===== src/rtl/dff_pipe.sv =====
// dff_pipe: WIDTH-bit, DEPTH-stage registered delay line with a valid bit per
// stage, a global stall (en), a synchronous flush and a registered occupancy.
// Data registers only load when the incoming valid is set, so q keeps the last
// valid payload while bubbles pass through.
// Optional feature macro: DFF_PIPE_PARITY_EN adds an even-parity bit per stage
// and a registered par_err output.
module dff_pipe #(
  parameter int                 WIDTH     = 8,
  parameter int                 DEPTH     = 4,
  parameter logic [WIDTH-1:0]   RESET_VAL = {WIDTH{1'b0}}
) (
  input  logic                        clk,
  input  logic                        rst_n,
  input  logic                        en,
  input  logic                        flush,
  input  logic [WIDTH-1:0]            d,
  input  logic                        d_vld,
  output logic [WIDTH-1:0]            q,
  output logic                        q_vld,
`ifdef DFF_PIPE_PARITY_EN
  output logic [$clog2(DEPTH+1)-1:0]  occ,
  output logic                        par_err
`else
  output logic [$clog2(DEPTH+1)-1:0]  occ
`endif
);

  localparam int OCCW = $clog2(DEPTH+1);

  logic [WIDTH-1:0] data_q    [DEPTH];
  logic [WIDTH-1:0] data_d    [DEPTH];
  logic [WIDTH-1:0] in_data_s [DEPTH];
  logic [DEPTH-1:0] vld_q;
  logic [DEPTH-1:0] vld_d;
  logic [DEPTH-1:0] in_vld_s;
  logic [OCCW-1:0]  occ_q;
  logic [OCCW-1:0]  occ_d;

`ifdef DFF_PIPE_PARITY_EN
  logic [DEPTH-1:0] par_q;
  logic [DEPTH-1:0] par_d;
  logic [DEPTH-1:0] in_par_s;
  logic             par_err_q;
  logic             par_err_d;
  // Verification-only hook state: flips the parity captured into stage 0.
  logic             inj_flip_s = 1'b0;

  // Even-parity bit for one data word (XOR of all bits).
  function automatic logic even_par(input logic [WIDTH-1:0] w);
    even_par = ^w;
  endfunction

  // Corrupt the parity of the word captured at the next rising edge.
  task automatic inject_par_err();
    inj_flip_s = 1'b1;
    @(posedge clk);
    @(negedge clk);
    inj_flip_s = 1'b0;
  endtask
`endif

  // Per-stage inputs: stage 0 takes the port, stage i takes stage i-1.
  always_comb begin
    in_data_s[0] = d;
    in_vld_s[0]  = d_vld;
    for (int i = 1; i < DEPTH; i++) begin
      in_data_s[i] = data_q[i-1];
      in_vld_s[i]  = vld_q[i-1];
    end
  end

  // Next-state: flush clears valids, en advances, otherwise everything holds.
  always_comb begin
    data_d = data_q;
    vld_d  = vld_q;
    occ_d  = occ_q;
    if (flush) begin
      vld_d = {DEPTH{1'b0}};
      occ_d = {OCCW{1'b0}};
    end else if (en) begin
      for (int i = 0; i < DEPTH; i++) begin
        vld_d[i] = in_vld_s[i];
        if (in_vld_s[i]) begin
          data_d[i] = in_data_s[i];
        end else begin
          data_d[i] = data_q[i];
        end
      end
      occ_d = occ_q + OCCW'(d_vld) - OCCW'(vld_q[DEPTH-1]);
    end else begin
      vld_d = vld_q;
      occ_d = occ_q;
    end
  end

  // Pipeline registers with synchronous active-low reset.
  always_ff @(posedge clk) begin
    if (!rst_n) begin
      for (int i = 0; i < DEPTH; i++) begin
        data_q[i] <= RESET_VAL;
      end
      vld_q <= {DEPTH{1'b0}};
      occ_q <= {OCCW{1'b0}};
    end else begin
      for (int i = 0; i < DEPTH; i++) begin
        data_q[i] <= data_d[i];
      end
      vld_q <= vld_d;
      occ_q <= occ_d;
    end
  end

`ifdef DFF_PIPE_PARITY_EN
  // Parity inputs per stage; stage 0 computes parity from d (plus the hook).
  always_comb begin
    in_par_s[0] = even_par(d) ^ inj_flip_s;
    for (int i = 1; i < DEPTH; i++) begin
      in_par_s[i] = par_q[i-1];
    end
  end

  // Parity bits follow exactly the same load rules as the data registers.
  always_comb begin
    par_d = par_q;
    if (flush) begin
      par_d = par_q;
    end else if (en) begin
      for (int i = 0; i < DEPTH; i++) begin
        if (in_vld_s[i]) begin
          par_d[i] = in_par_s[i];
        end else begin
          par_d[i] = par_q[i];
        end
      end
    end else begin
      par_d = par_q;
    end
    par_err_d = vld_q[DEPTH-1] & (even_par(data_q[DEPTH-1]) != par_q[DEPTH-1]);
  end

  // Parity storage and registered parity error flag.
  always_ff @(posedge clk) begin
    if (!rst_n) begin
      par_q     <= {DEPTH{1'b0}};
      par_err_q <= 1'b0;
    end else begin
      par_q     <= par_d;
      par_err_q <= par_err_d;
    end
  end

  assign par_err = par_err_q;
`endif

  assign q     = data_q[DEPTH-1];
  assign q_vld = vld_q[DEPTH-1];
  assign occ   = occ_q;

endmodule

===== config.mk =====
export PLATFORM = sky130hd
export DESIGN_NAME = dff_pipe
export DESIGN_NICKNAME = d
export VERILOG_FILES = /design/src/rtl/dff_pipe.sv
export SDC_FILE = /design/constraint.sdc
export NUM_CORES = 1
export LEC_CHECK = 0
export ABC_AREA = 1
export CORE_ASPECT_RATIO = 0.6
export CORE_MARGIN = 5
export CORE_UTILIZATION = 49
export DETAILED_ROUTE_END_ITERATION = 12
export DONT_BUFFER_PORTS = 1
export GPL_TIMING_DRIVEN = 0
export SLEW_MARGIN = 10
export SYNTH_ARGS = -nofsm -noshare
export SYNTH_HDL_FRONTEND = slang
export SYNTH_SLANG_ARGS = --single-unit

===== constraint.sdc =====
create_clock -name clk -period 2.12 [get_ports clk]
set_input_delay 0.424 -clock clk [delete_from_list [all_inputs] [get_ports clk]]
set_output_delay 0.424 -clock clk [all_outputs]
set_load 0.1 [all_outputs]

==> out/metrics.yaml <==
outcome:
  status: "completed"
pwr:
  clkPwrFrac_pct: 42.7
  p_switching_mw: 0.301
  p_sw_share_pct: 20.8
  p_int_mw: 1.15
  pwr-share-comb_pct: 4.4
  peakVddDrop_v: 0.000497
  total_power_mw: 1.45
  p_per_area_nw_per_um2: 864
  p_leak_nw: 0.676
  p_seq_share_pct: 52.9
timing:
  max_freq_ghz: 0.509
  finClkSkew_ps: 6.33
  tightestPinTransition_ps: 1140
  min_period_ps: 1960
  rsz0062_at_grt: "no"
  finalHoldViolCount: 0
  tns_ps: 0
  slew_headroom_pct: 23.9
  maxSlewViolCount: 0
  setup_violations: 0
  min_period_over_period_pct: 92.6
global_route:
  grt_pass1_wl_um: 4440
  grt_remaining_overflow: 0
  grt_pass1_vias: 1017
  track_usage_pct: 14.3
  antenna_found_initial: 0
  grt_max_degree: 13
clocking:
  postCtsSetupRepairBufs: 0
  clkSlewWorstSetupHoldPaths_ps: 70
  htree_num_levels: 2
  worstSkewPairLatency_ps: 290
  cts_tree: "done"
  numClockSinks: 39
  clock_path_buffers: 2
  clock-root-buffer: "clkbuf_8"
  cts_buffers: 5
setup_path:
  path_depth: 11
  critPathMaxStageDelay_ps: 540
  cp-endpoint: "occ[2]$_SDFFE_PP0P_"
  path_class: "flip-flop to flip-flop"
  reg2reg_depth: 11
  crit_fanout: 3
  crit_buf_inv: 3
  cp_cell_sequence: "inv_1 > ha_1 > inv_1 > ha_1 > inv_1 > fa_2 > nand2_2 > nand2_1 > nor2_1 > nor2_1 > nor2_1"
  worstSetupStartpointType: "flip-flop"
  worstPathArrival_ps: 2190
  reg2reg_from: "occ[0]$_SDFFE_PP0P_"
  worst_path_dominant_cell_family: "adder cells"
  r2r-end: "occ[2]$_SDFFE_PP0P_"
  cp_slowest_cell: "dfxtp_4"
  end_kind: "flip-flop"
  crit_required_ps: 2350
  crit_start: "occ[0]$_SDFFE_PP0P_"
  ff2ff_setup_slack_ps: 160
synth:
  synthCells: 192
  syn_area_um2: 1490
  synth_area_leaders: "dfxtp_1 (52%), nor2_1 (17%), o21ai_0 (11%)"
  yosysWarnings: 0
  yosys.area.top_type: "dfxtp_1"
  synth.top_cell.area_share_pct: 52.3
  ys_ff_latch: 39
  ys_types: 13
  syn_avg_cell_area_um2: 7.77
  syn-num-nets: 208
  yosysSeqAreaShare_pct: 52.3
min_path:
  hold_class: "input port to flip-flop"
die:
  io_pins: 25
  die_area_um2: 4290
  rows: 15
  initial_core_util_pct: 51.6
  core_area_um2: 2890
  die_x_um: 81.3
  die_y_um: 52.8
route:
  wirelength_um: 2570
  vias_per_cell: 4.60
  first_iter_violations: 75
  drc: 0
  num_vias: 1113
  routedWlPerCell_um: 10.6
  dr.pass1.iters: 4
  drtAntennaViolNets: 0
cells_and_area:
  area_delta_synth_final_pct: 12.2
  drive_gt1_share_pct: 11.0
  antennaDiodeCount: 0
  finalNonFillerCells: 242
  layout.nets: 215
  final_cell_mix: "nor2_1 (68), dfxtp_1 (37), o21ai_0 (34)"
  final_common_cell: "nor2_1"
placement:
  dp.cells: 234
  dp_hpwl_um: 1990
  port_buffers: 0
  gp_congestion: 0.749
flow_run:
  maxCapViolCount: 0
-- sequential cells by signal (all words and copies together), names as in the netlist --
name / cells
vld_q: 4
occ: 3
q: 8
data_q: 24
-- cell usage after synthesis, drive strengths merged --
| library cell | number |
|---|---|
| nand2 | 13 |
| nor2 | 68 |
| o21ai | 34 |
| clkbuf | 3 |
| ha | 2 |
| inv | 12 |
| buf | 9 |
| dfxtp | 39 |
| fa | 1 |
| a21oi | 6 |
| nand3 | 4 |
| nand4 | 1 |
-- power groups by stage --
stage          registers [mW]  logic [mW]  clock network [mW]
6_report                0.766      0.0634               0.618
2_1_floorplan           0.783      0.0503                   0
3_3_place_gp            0.784      0.0598                   0
3_5_place_dp            0.784      0.0628                   0
4_1_cts                 0.765      0.0633               0.633
5_1_grt                 0.767      0.0743               0.674
-- through the flow --
step	hold slack (ps)	util (%)	cell area, um^2	setup slack (ps)
floorplan	449	-	1500	42.7
global placement	457	53.5	1550	-18.0
detailed placement	466	53.5	1550	-69.1
CTS	273	57.8	1670	67.6
global route	267	58.0	1680	5.72
finish	282	58.0	1680	157
-- final cells by class --
| cell class | instances | area (um^2) |
|---|---|---|
| fillers | 289 | 1210 |
| flip-flops and latches | 39 | 788 |
| multi-input cells | 129 | 593 |
| clock buffers | 6 | 82.6 |
| plain buffers | 12 | 78.8 |
| well taps | 42 | 52.6 |
| inverters | 12 | 45.0 |
| clock inverters | 2 | 35.0 |
-- cells by family (layout without fill, tap and decap cells) --
group / count (synthesis) / after routing / share of synthesized area [%]
compound gates: 40 / 40 / 13.4
fa+ha+maj: 3 / 3 / 3.02
buf+inv: 24 / 32 / 8.30
flops: 39 / 39 / 52.3
simple gates: 86 / 86 / 23.0
-- worst min-delay path by stage --
stage                            startpoint                       to  depth (start not counted)
finish                                rst_n  data_q[18]$_SDFFE_PN0P_                          2
global route                          rst_n  data_q[18]$_SDFFE_PN0P_                          2
CTS                                   rst_n  data_q[18]$_SDFFE_PN0P_                          2
detailed placement    vld_q[2]$_SDFFE_PP0P_    vld_q[3]$_SDFFE_PP0P_                          2
global placement    data_q[15]$_SDFFE_PN0P_  data_q[15]$_SDFFE_PN0P_                          2
floorplan             vld_q[2]$_SDFFE_PP0P_    vld_q[3]$_SDFFE_PP0P_                          2
-- routing by layer --
layer  track usage (%)  up-vias  wire length [um]
met3              5.50        2               204
met1              18.5      458              1340
li1                  -      618                 -
met5                 0        -                 0
met4              7.58        0                13
met2              20.3       35              1020
-- timing repair --
item / CTS / global route
endpoints found under the hold margin: 0 / 0
setup endpoints to repair: 1 / 1
pin swaps: 0 / 1
hold buffers: 0 / 0
resized for setup: 2 / 2
Note: power is estimated with default switching activity, not from simulation.
